--- src/rtl/kuz_pkg.sv ---
// Shared types and constants for the Kuznyechik input packer and its assembler.
// Build option KUZ_PACKER_KEY_EN widens the assembler to hold a full 256-bit key.
package kuz_pkg;

  typedef logic [15:0][7:0] block_t;
  typedef logic [31:0][7:0] key_t;

  typedef enum logic [1:0] {
    IDLE,
    WAIT_LO,
    WAIT_HI
  } iss_state_t;

  localparam int BLK_WORDS = 4;
  localparam int KEY_WORDS = 8;

`ifdef KUZ_PACKER_KEY_EN
  localparam int ASM_W = 32 * KEY_WORDS;
`else
  localparam int ASM_W = 32 * BLK_WORDS;
`endif

endpackage

--- src/rtl/kuz_word_asm.sv ---
// Word assembler: counts words of the current unit, latches its type/direction on
// word 0 and shifts words in so the first word ends up most significant.
module kuz_word_asm
  import kuz_pkg::*;
(
  input  logic             clk,
  input  logic             reset_n,
  input  logic             accept_i,
  input  logic [31:0]      data_i,
  input  logic             key_i,
  input  logic             enc_i,
  output logic [2:0]       cnt_o,
  output logic             last_o,
  output logic             is_key_o,
  output logic             enc_o,
  output logic [ASM_W-1:0] unit_o,
  output logic             mismatch_o
);

  logic [2:0]       cnt_q, cnt_d;
  logic             type_q, type_d;
  logic             enc_q, enc_d;
  logic [ASM_W-33:0] sr_q, sr_d;

  // On word 0 nothing is latched yet, so the live inputs define the unit.
  assign is_key_o   = (cnt_q == 3'd0) ? key_i : type_q;
  assign enc_o      = (cnt_q == 3'd0) ? enc_i : enc_q;
  assign last_o     = is_key_o ? (cnt_q == 3'(KEY_WORDS - 1)) : (cnt_q == 3'(BLK_WORDS - 1));
  assign mismatch_o = accept_i && (cnt_q != 3'd0) && (key_i != type_q);
  assign unit_o     = {sr_q, data_i};
  assign cnt_o      = cnt_q;

  always_comb begin
    cnt_d  = cnt_q;
    type_d = type_q;
    enc_d  = enc_q;
    sr_d   = sr_q;
    if (accept_i) begin
      sr_d  = unit_o[ASM_W-33:0];
      cnt_d = last_o ? 3'd0 : cnt_q + 3'd1;
      if (cnt_q == 3'd0) begin
        type_d = key_i;
        enc_d  = enc_i;
      end
    end
  end

  always_ff @(posedge clk or negedge reset_n) begin
    if (!reset_n) begin
      cnt_q  <= 3'd0;
      type_q <= 1'b0;
      enc_q  <= 1'b0;
      sr_q   <= '0;
    end else begin
      cnt_q  <= cnt_d;
      type_q <= type_d;
      enc_q  <= enc_d;
      sr_q   <= sr_d;
    end
  end

endmodule

--- src/rtl/kuz_in_packer.sv ---
// Stream-to-core packer for the Kuznyechik core: one block slot, one key slot, issue FSM.
// Build option KUZ_PACKER_KEY_EN enables the key path; without it every unit is a block.
module kuz_in_packer
  import kuz_pkg::*;
#(
  parameter int TIMEOUT_W = 8
) (
  input  logic         clk,
  input  logic         reset_n,
  input  logic         s_valid,
  output logic         s_ready,
  input  logic [31:0]  s_data,
  input  logic         s_key,
  input  logic         s_enc,
  output logic         c_skey_valid,
  output logic [255:0] c_skey,
  output logic         c_valid,
  output logic [127:0] c_din,
  output logic         c_encrypt_decrypt_n,
  input  logic         c_ready,
  output logic         err,
  output logic         busy
);

  iss_state_t       state_q, state_d;
  logic [2:0]       asm_cnt;
  logic             asm_last, asm_is_key, asm_enc, asm_mismatch, asm_key_in;
  logic [ASM_W-1:0] asm_unit;
  logic             accept, fill_blk, iss_blk, iss_key, wd_expired;
  logic             blk_full_q, blk_enc_q;
  block_t           blk_q;
  logic             key_full, key_enc;
  logic             c_valid_q, c_enc_q, err_q;
  block_t           c_din_q;

`ifdef KUZ_PACKER_KEY_EN
  assign asm_key_in = s_key;
`else
  logic unused_s_key;
  assign unused_s_key = s_key;
  assign asm_key_in   = 1'b0;
`endif

  kuz_word_asm u_asm (
    .clk        (clk),
    .reset_n    (reset_n),
    .accept_i   (accept),
    .data_i     (s_data),
    .key_i      (asm_key_in),
    .enc_i      (s_enc),
    .cnt_o      (asm_cnt),
    .last_o     (asm_last),
    .is_key_o   (asm_is_key),
    .enc_o      (asm_enc),
    .unit_o     (asm_unit),
    .mismatch_o (asm_mismatch)
  );

  // A slot issued this very cycle counts as free, so the completing unit lands in it.
  assign s_ready  = !(asm_last && ((blk_full_q && !iss_blk) || (asm_is_key && key_full && !iss_key)));
  assign accept   = s_valid && s_ready;
  assign fill_blk = accept && asm_last && !asm_is_key;

  always_comb begin
    state_d = state_q;
    iss_blk = 1'b0;
    iss_key = 1'b0;
    case (state_q)
      IDLE: begin
        if (c_ready) begin
          if (blk_full_q) begin
            iss_blk = 1'b1;
            iss_key = key_full;
          end else if (key_full && (asm_cnt == 3'd0)) begin
            iss_key = 1'b1;
          end
          if (iss_blk || iss_key) state_d = WAIT_LO;
        end
      end
      WAIT_LO: if (!c_ready) state_d = WAIT_HI;
      WAIT_HI: if (c_ready) state_d = IDLE;
      default: state_d = IDLE;
    endcase
    if (wd_expired) state_d = IDLE;
  end

  generate
    if (TIMEOUT_W > 0) begin : g_wd
      logic [TIMEOUT_W-1:0] wd_q, wd_d;
      assign wd_d       = (state_q == IDLE) ? '0 : wd_q + TIMEOUT_W'(1);
      assign wd_expired = (state_q != IDLE) && (&wd_q);
      always_ff @(posedge clk or negedge reset_n) begin
        if (!reset_n) wd_q <= '0;
        else          wd_q <= wd_d;
      end
    end else begin : g_no_wd
      assign wd_expired = 1'b0;
    end
  endgenerate

`ifdef KUZ_PACKER_KEY_EN
  logic key_full_q, key_enc_q, fill_key, c_skey_valid_q;
  key_t key_q, c_skey_q;

  assign fill_key = accept && asm_last && asm_is_key;

  always_ff @(posedge clk or negedge reset_n) begin
    if (!reset_n) begin
      key_full_q     <= 1'b0;
      key_enc_q      <= 1'b0;
      key_q          <= '0;
      c_skey_valid_q <= 1'b0;
      c_skey_q       <= '0;
    end else begin
      if (fill_key) begin
        key_full_q <= 1'b1;
        key_q      <= asm_unit;
        key_enc_q  <= asm_enc;
      end else if (iss_key) begin
        key_full_q <= 1'b0;
      end
      c_skey_valid_q <= iss_key;
      if (iss_key) c_skey_q <= key_q;
    end
  end

  assign key_full     = key_full_q;
  assign key_enc      = key_enc_q;
  assign c_skey_valid = c_skey_valid_q;
  assign c_skey       = c_skey_q;
`else
  assign key_full     = 1'b0;
  assign key_enc      = 1'b0;
  assign c_skey_valid = 1'b0;
  assign c_skey       = '0;
`endif

  always_ff @(posedge clk or negedge reset_n) begin
    if (!reset_n) begin
      state_q    <= IDLE;
      blk_full_q <= 1'b0;
      blk_enc_q  <= 1'b0;
      blk_q      <= '0;
      c_valid_q  <= 1'b0;
      c_din_q    <= '0;
      c_enc_q    <= 1'b0;
      err_q      <= 1'b0;
    end else begin
      state_q <= state_d;
      if (fill_blk) begin
        blk_full_q <= 1'b1;
        blk_q      <= asm_unit[32*BLK_WORDS-1:0];
        blk_enc_q  <= asm_enc;
      end else if (iss_blk) begin
        blk_full_q <= 1'b0;
      end
      c_valid_q <= iss_blk;
      if (iss_blk) c_din_q <= blk_q;
      // A joint issue takes the block's direction.
      if (iss_blk)      c_enc_q <= blk_enc_q;
      else if (iss_key) c_enc_q <= key_enc;
      err_q <= err_q | asm_mismatch | wd_expired;
    end
  end

  assign c_valid             = c_valid_q;
  assign c_din               = c_din_q;
  assign c_encrypt_decrypt_n = c_enc_q;
  assign err                 = err_q;
  assign busy                = (state_q != IDLE);

endmodule

--- config.mk ---
export PLATFORM = sky130hd
export DESIGN_NAME = kuz_in_packer
export DESIGN_NICKNAME = d
export VERILOG_FILES = /design/src/rtl/kuz_pkg.sv /design/src/rtl/kuz_word_asm.sv /design/src/rtl/kuz_in_packer.sv
export SDC_FILE = /design/constraint.sdc
export NUM_CORES = 1
export LEC_CHECK = 0
export CAP_MARGIN = 20
export CORE_MARGIN = 2
export CORE_UTILIZATION = 49
export DETAILED_ROUTE_END_ITERATION = 8
export PLACE_DENSITY = 0.81
export SLEW_MARGIN = 5
export SYNTH_ARGS = -nofsm -noshare
export SYNTH_HDL_FRONTEND = slang
export SYNTH_SLANG_ARGS = --single-unit
--- constraint.sdc ---
create_clock -name clk -period 2.5 [get_ports clk]
set_input_delay 0.25 -clock clk [delete_from_list [all_inputs] [get_ports clk]]
set_output_delay 0.25 -clock clk [all_outputs]
set_load 0.005 [all_outputs]
## Word level (Yosys, flattened, before mapping)

Cells that the tools add are included.

- Word-level logic and storage cells: 99
- Input port bits: 38
- Register bits after elaboration: 372
- Output and inout port bits: 390

- Equal/unequal tests: 8
- Muxes and demuxes: 24
- Bitwise gates (word level): 2
- Reductions and logical operators: 20
- Add/subtract/negate cells: 2

Operator list:

| cell | count |
|---|---|
| 1-bit 2-to-1 mux | 16 |
| 3-bit inequality test, second input constant | 4 |
| 2-bit 2-to-1 mux | 5 |
| 8-bit by 1-bit adder with 8-bit output, second input constant | 1 |
| 1-bit logical AND | 8 |
| 8-bit 2-to-1 mux | 1 |
| 8-bit AND reduction | 1 |
| 2-bit case mux with 3 select lines | 1 |
| 2-bit nonzero test | 3 |
| 4-bit AND reduction | 1 |
| 3-bit by 1-bit adder with 3-bit output, second input constant | 1 |
| 3-bit by 2-bit equality test with 1-bit output, second input constant | 1 |
| 3-bit equality test, second input constant | 1 |
| 1-bit logical NOT | 3 |
| 3-bit logical NOT | 1 |
| 3-bit 2-to-1 mux | 1 |
| 3-bit nonzero test | 1 |
| 2-bit by 1-bit equality test with 1-bit output, second input constant | 1 |
| 2-bit equality test, second input constant | 1 |
| 2-bit logical NOT | 1 |
| 1-bit OR | 2 |
| 1-bit logical OR | 1 |

## Longest topological paths before layout

Gate-level depths: netlist (run 1).

- Depth in word-level cells: 14
- Gate-level depth with buffers: 8
- Gate-level depth less buffers: 6

## Cells and area by module

Synthesis (run 1) repeated with hierarchy kept, for this count alone.

- Cell total of the unflattened synthesis: 1125
- Area, all modules: 16748.6 sq um

By module, submodules not included:

| module | instances | cells an instance | area an instance (sq um) | seq. area each (sq um) |
|---|---|---|---|---|
| kuz_in_packer | 1 | 858 | 12608.3 | 6781.5 |
| kuz_word_asm | 1 | 267 | 4140.2 | 2527.4 |

## Worst setup path after synthesis (run 1)

OpenSTA, ideal clock, no wires.

- Path type: reg2reg
- Start: register u_asm.cnt_q[0] (netlist: u_asm.cnt_o[0])
- End: register u_asm.sr_q[77]
- Period minus slack after synthesis: 1.958 ns
- Data required time: 2.373 ns
- Arrival: 1.830 ns
- Stages on the path, launching flop included: 9
- Path buffers: 2
- Slack: 0.542 ns
- Setup time: 0.127 ns
- Cell sequence: dfrtp_1 -> inv_1 -> ha_1 -> or3b_1 -> o211ai_2 -> o21ai_2 -> buf_6 -> buf_6 -> mux2_1

- Word-level cells in the longest chain between the ends: 6
- Elaborated cells on any way between the ends: 8
- Those cells by class: eq/ne: 2; mux: 2; reduce/logical: 4

RTL lines:

| what | RTL line | source |
|---|---|---|
| start: declaration | kuz_word_asm.sv:20 | `logic [2:0] cnt_q, cnt_d;` |
| start signal: assignment | kuz_word_asm.sv:55 | `cnt_q <= cnt_d;` |
| 3-bit logical NOT | -- |  |
| 1-bit 2-to-1 mux | -- |  |
| 1-bit 2-to-1 mux (*) | -- |  |
| 1-bit logical AND (*) | kuz_in_packer.sv:60 | `assign s_ready = !(asm_last && ((blk_full_q && !iss_blk) \|\| (asm_is_key && key_full && !iss_key)));` |
| 1-bit logical NOT (*) | kuz_in_packer.sv:60 |  |
| 1-bit logical AND (*) | kuz_in_packer.sv:61 | `assign accept = s_valid && s_ready;` |
| end signal: assignment | kuz_word_asm.sv:58 | `sr_q <= sr_d;` |
| end: declaration | kuz_word_asm.sv:23 | `logic [ASM_W-33:0] sr_q, sr_d;` |

Every way passes the cells marked *; elsewhere a longest branch is shown, timed or not.
A chain may end at the register's enable or synchronous reset.

## Final worst setup path (run 1)

- Start: register u_asm.cnt_q[0] (netlist: u_asm.cnt_o[0])
- End: register u_asm.sr_q[68]

The elaborated chain is that of the path after synthesis.

==> results of run 1 <==
[power by group]
group | internal, W | total, W | switching [W]
sequential | 0.00886 | 0.0106 | 0.00175
combinational | 0.00423 | 0.00750 | 0.00327
clock | 0.00311 | 0.00530 | 0.00219
total | 0.0162 | 0.0234 | 0.00721
[cell usage in the layout, fill, tap and decap left out, types with 3 or more instances in the layout]
master / Yosys / final
clkinv_2: 0 / 8
ha_1: 3 / 3
nand3_1: 4 / 4
clkdlybuf4s50_1: 0 / 167
clkbuf_16: 0 / 37
conb_1: 1 / 257
buf_12: 0 / 11
mux2_2: 209 / 209
inv_1: 7 / 6
nand2_1: 392 / 392
clkbuf_8: 0 / 6
mux2_1: 19 / 19
and3_1: 3 / 3
nor2_1: 8 / 8
xor2_1: 3 / 3
dfrtp_1: 372 / 372
clkbuf_1: 29 / 8
buf_4: 259 / 13
xnor2_1: 4 / 4
[layer usage]
metal / vias up / part of all wire, % / global-route usage [%]
met1: 4750 / 43 / 25.2
met4: 0 / 2.1 / 5.28
li1: 4194 / - / -
met2: 319 / 49 / 29.8
met5: - / 0 / 0
met3: 47 / 6.2 / 4.01
[kinds of logic after synthesis]
logic type | after synthesis | share of synthesized area [%]
xor gates and xnor gates | 7 | 0.385
AOI/OAI and AO/OA | 11 | 0.557
adders and majority gates | 3 | 0.235
and+or+nand+nor | 415 | 10.0
DFF | 372 | 58.4
buffers and inverters | 318 | 14.3
muxes | 228 | 16.1
other | 1 | 0.0235
[how the worst min path moves through the flow]
stage / start / end / cells after the start
final: reset_n / blk_q[1] / 2
after global placement: reset_n / c_din[33] / 1
after floorplan: reset_n / blk_enc_q / 0
after CTS: reset_n / blk_q[1] / 2
after detailed placement: reset_n / blk_q[1] / 1
after global routing: reset_n / blk_q[1] / 2
[sequential cells by signal (all words and copies together) (netlist names)]
name	count
blk_enc_q	1
blk_full_q	1
blk_q	128
c_din	128
c_encrypt_decrypt_n	1
c_valid	1
err	1
g_wd.wd_q	8
state_q	2
u_asm.cnt_o	3
u_asm.enc_q	1
u_asm.sr_q	96
u_asm.type_q	1
[cell type report]
| cell class | instances | share of cell area (%) |
|---|---|---|
| flip-flops and latches | 372 | 50.5 |
| multi-input cells | 921 | 29.1 |
| repair buffers | 194 | 11.0 |
| clock buffers | 51 | 5.64 |
| well taps | 442 | 3.00 |
| clock inverters | 12 | 0.631 |
| inverters | 7 | 0.156 |
[stage by stage]
| step | std cells | utilization, % |
|---|---|---|
| after floorplan | 1611 | - |
| after global placement | 1933 | 53.4 |
| after detailed placement | 1933 | 53.4 |
| after CTS | 1999 | 57.1 |
| after global routing | 1999 | 57.1 |
| final | 1999 | 57.1 |
[what timing repair did]
action                                  4_1_cts  5_1_grt
resized for setup                             4        0
hold endpoints to repair                     63        0
endpoints found under the setup margin        1        0
hold buffers                                  1        0
setup buffers                                 2        0
[worst max-delay path: cells and delay by family (launching register included)]
kind / cells / cell delay (ns)
compound gates: 2 / 0.61
buf+inv: 3 / 0.58
flops: 1 / 0.37
mux: 1 / 0.35
fa+ha+maj: 1 / 0.28
==> metrics, run 1 <==
status finished clean; dpl cell area 0.0172 mm2; final hold slack 0.293 ns; row cnt 66; Worst R2R Start u_asm.cnt_o[0]; Avg Synthesized Cell Area 11.8 um2; Starting Density 49.4%; vias in the first global route 9,047; Port Buffers 169; RSZ-0062 raised after global routing no; root buf cell clkbuf_16; Hold Violations, Final 0; Placeable Area 0.0323 mm2; top-count cell post-synth nand2_1; CP dominant cell by count buf_4; TritonCTS Sinks 372; maxcap violations 0; Multi-input gate area 0.00536 mm2; async set or reset register ratio after synthesis 100%; Yosys reg bits 372; min Tclk post-route 2.31 ns; R2R depth 7; hpwl dp 21,000 um; Slew @ Worst Pin 0.889 ns; Final Cycle Share 92.4%; CTS buffer count 36; main area contributors after synthesis dfrtp_1 58%, mux2_2 15%, buf_4 12%; pin count of the biggest net entering global routing 90; Most used DFF post-synth dfrtp_1; I/O pins 428; reg2reg end u_asm.sr_q[68]; GRT Overall Usage 18.4%; chip width 184 um; CP max stage cell o21ai_4; leakage 8.94 nW; Initial DRC Count 436; CP required 2.87 ns; Cell Area, Synth 0.0159 mm2; Yosys cell types 31; setup TNS 0 ns; post-route ant nets 0; first-pass GRT wire length 49,500 um; P per Cell Area 1270 mW/mm2; layout cells sized above 1 19.0%; TritonCTS clock tree yes; Critical Path AT 2.68 ns; Setup WS pre-CTS 0.131 ns; Max stage delay on crit path 0.50 ns; kind of start point of the critical path register; final setup margin 0.190 ns; Max IR drop VDD 726 uV; post-synth top area share 58.4%; DR vias 9,310; worst skew pair latency 0.50 ns; drt wl/cell 15.8 um; skew final 0.0158 ns; sequential element share of the synthesized area 58.4%; worst path cell trace buf_4 > ha_1 > o211ai_4 > buf_4 > o21ai_4 > buf_4 > mux2_2; critical path endpoint category register; EDFF count, synth 0; total power draw 0.0234 W; die area 0.0340 mm2; CP Class register to register; synth warn 0; Final Cell Area 0.0184 mm2; commonest cells in the netlist 392 x nand2_1, 372 x dfrtp_1, 259 x buf_4; fillcell total 2,499; DRC Markers 0; number of inserted diodes 0; drt via density 4.66; grt total ovfl 0; area leader, netlist dfrtp_1; fmax 433 MHz; hold crit path type input port to asynchronous set/reset pin; flip-flop and latch area 0.00931 mm2; initial antenna violation count 1; Placer Congestion 0.796; Crit Path Max Fanout 10; end of the critical path u_asm.sr_q[68]; Worst slew margin 40.7%; H-tree depth 2; Vert. Die Dim 184 um; Clock Tree Buf Depth 3; final WL 31,600 um; P&R area growth vs syn 15.6%; Syn Inst Count 1,355; fin. max-slew vios 0; Clock Pin Slew Worst Setup and Hold Paths 0.06 ns; First-pass DRT Iterations 4; fin nets 1,573; Final setup viols 0; CP Launch Point u_asm.cnt_o[0]; reg2reg setup slack 0.19 ns
No activity file was read; power rests on OpenSTA's default activity.
==> run 2: changes to the inputs <==
--- a/config.mk
+++ b/config.mk
@@ -5,10 +5,11 @@
 export SDC_FILE = /design/constraint.sdc
 export NUM_CORES = 1
 export LEC_CHECK = 0
-export CAP_MARGIN = 20
+export ABC_CLOCK_PERIOD_IN_PS = 2500
 export CORE_MARGIN = 2
 export CORE_UTILIZATION = 49
 export DETAILED_ROUTE_END_ITERATION = 8
+export GPL_TIMING_DRIVEN = 0
 export PLACE_DENSITY = 0.81
 export SLEW_MARGIN = 5
 export SYNTH_ARGS = -nofsm -noshare
==> metrics, run 2 (synthesized netlist as in run 1, its figures left out) <==
status finished clean (unchanged); Worst slew margin 30.3% (was 40.7%); fillcell total 2,369 (was 2,499); RSZ-0062 raised after global routing no (unchanged); kind of start point of the critical path register (unchanged); vias in the first global route 10,300 (was 9,047); register share of total power 44.4% (was 45.3%); final core occ 63.3% (was 57.1%); pin count of the biggest net entering global routing 118 (was 90); First-pass DRT Iterations 4 (unchanged); Max stage delay on crit path 0.81 ns (was 0.50 ns); die area 0.0340 mm2 (unchanged); Starting Density 49.4% (unchanged); drt wl/cell 15.7 um (was 15.8 um); skew final 0.0145 ns (was 0.0158 ns); CP max stage cell clkbuf_1 (was o21ai_4); maxcap violations 0 (unchanged); first-pass GRT wire length 55,400 um (was 49,500 um); Port Buffers 168 (was 169); Slew @ Worst Pin 1.05 ns (was 0.889 ns); chip width 184 um (unchanged); Placer Congestion 0.813 (was 0.796); row cnt 66 (unchanged); fin nets 1,862 (was 1,573); placed cells 2,224 (was 1,933); most frequent cells in the layout 392 x nand2_1, 372 x dfrtp_1, 262 x buf_4, 257 x conb_1, 209 x mux2_2 (was 392 x nand2_1, 372 x dfrtp_1, 257 x conb_1, 209 x mux2_2, 167 x clkdlybuf4s50_1); DR vias 10,300 (was 9,310); P per Cell Area 1180 mW/mm2 (was 1270 mW/mm2); CP Launch Point state_q[1] (was u_asm.cnt_o[0]); worst skew pair latency 0.50 ns (about the same); DRC Markers 0 (unchanged); Layout Cells excl Fill 2,289 (was 1,999); I/O pins 428 (unchanged); Hold Violations, Final 0 (unchanged); final hold slack 0.146 ns (was 0.293 ns); Max IR drop VDD 708 uV (was 726 uV); hpwl dp 26,500 um (was 21,000 um); Comb pwr share 33.3% (was 32.0%); hold crit path type input port to register (was input port to asynchronous set/reset pin); TritonCTS clock tree yes (unchanged); fmax 424 MHz (was 433 MHz); Clk pwr share 22.3% (was 22.6%); worst hold path startpoint s_valid; Psw 0.00747 W (was 0.00721 W); CP required 2.93 ns (was 2.87 ns); CP Class register to register (unchanged); P_int 0.0166 W (was 0.0162 W); Critical Path AT 2.79 ns (was 2.68 ns); Vert. Die Dim 184 um (unchanged); commonest non-fill, non-tap cell in the layout nand2_1 (unchanged); drt via density 4.49 (was 4.66); root buf cell clkbuf_16 (unchanged); Initial DRC Count 506 (was 436); Final setup viols 0 (unchanged); TritonCTS Sinks 372 (unchanged); grt total ovfl 0 (unchanged); Final Cell Area 0.0205 mm2 (was 0.0184 mm2); post-route ant nets 0 (unchanged); GRT Overall Usage 21.0% (was 18.4%); H-tree depth 2 (unchanged); fin. max-slew vios 0 (unchanged); layout cells sized above 1 30.3% (was 19.0%); leakage 10.4 nW (was 8.94 nW); P&R area growth vs syn 28.3% (was 15.6%); Crit Path Max Fanout 10 (unchanged); Clock Pin Slew Worst Setup and Hold Paths 0.06 ns (about the same); min Tclk post-route 2.36 ns (was 2.31 ns); critical path endpoint category register (unchanged); Worst R2R Start state_q[1] (was u_asm.cnt_o[0]); initial antenna violation count 0 (was 1); Final Cycle Share 94.3% (was 92.4%); CTS buffer count 34 (was 36); switching part of the total 31.1% (was 30.8%); Clock Tree Buf Depth 3 (unchanged); Placeable Area 0.0323 mm2 (unchanged); dpl cell area 0.0192 mm2 (was 0.0172 mm2); final WL 35,900 um (was 31,600 um); worst path cell trace nand4bb_1 > buf_2 > clkbuf_1 > clkbuf_1 > nand2_1 > nand2_1 (was buf_4 > ha_1 > o211ai_4 > buf_4 > o21ai_4 > buf_4 > mux2_2)
## run 2: worst max-delay path, delay by kind of cell (launching register included)
family / cells / cell delay [ns]
buffers and inverters: 3 / 1.54
AND/OR/NAND/NOR: 3 / 0.33
flip-flops: 1 / 0.40
## run 2: through the flow
step / TNS [ns] / setup WS, ns / power (W)
2_1_floorplan: 0 / 0.542 / 0.0147
3_3_place_gp: -5298.40 / -14.28 / 0.0182
3_5_place_dp: -5.03 / -0.129 / 0.0186
4_1_cts: 0 / 0.0242 / 0.0242
5_1_grt: 0 / 0.0306 / 0.0255
6_report: 0 / 0.142 / 0.0240
## run 2: path summary, 6_finish.rpt
kind                                  end  slack, ns  cells after the start
setup / recovery                c_din[46]       0.14                      6
hold / removal             u_asm.cnt_o[0]       0.15                      2
setup reg to reg                c_din[46]       0.14                      6
hold reg to reg              g_wd.wd_q[0]       0.46                      1
max in group asynchronous       c_din[31]       0.86                      4
min in group asynchronous        blk_q[2]       0.28                      2
## run 2: power by group through the flow
stage	logic, W	registers, W	clock network [W]
3_3_place_gp	0.00760	0.0106	0
6_report	0.00800	0.0107	0.00537
4_1_cts	0.00809	0.0107	0.00544
3_5_place_dp	0.00792	0.0107	0
2_1_floorplan	0.00451	0.0102	0
5_1_grt	0.00878	0.0110	0.00569
## run 2: what timing repair did
item	CTS	global route
hold buffers	1	0
setup endpoints to repair	1	2
pin swaps	1	1
buffers inserted	3	0
endpoints found under the hold margin	64	0
resized for setup	4	1
## run 2: cell type report
type / instances / area [um2] / area share (%)
Antenna cell: 1 / 2.50 / 0.0122
Buffer: 310 / 2250 / 11.0
Clock buffer: 49 / 1030 / 5.04
Clock inverter: 12 / 141 / 0.691
Inverter: 7 / 26.3 / 0.128
Multi-Input combinational cell: 921 / 5330 / 26.1
Sequential cell: 372 / 9310 / 45.5
Tap cell: 442 / 553 / 2.70
Timing Repair Buffer: 175 / 1800 / 8.82
## run 2: per-layer routing
metal  GRT usage, %  vias to the layer above  wire length [um]
met5              0                        -                 0
met4           7.23                        0              1020
met3           4.88                       64              2500
met2           36.8                      332             18300
met1           25.5                     5090             14000
li1               -                     4784                 -
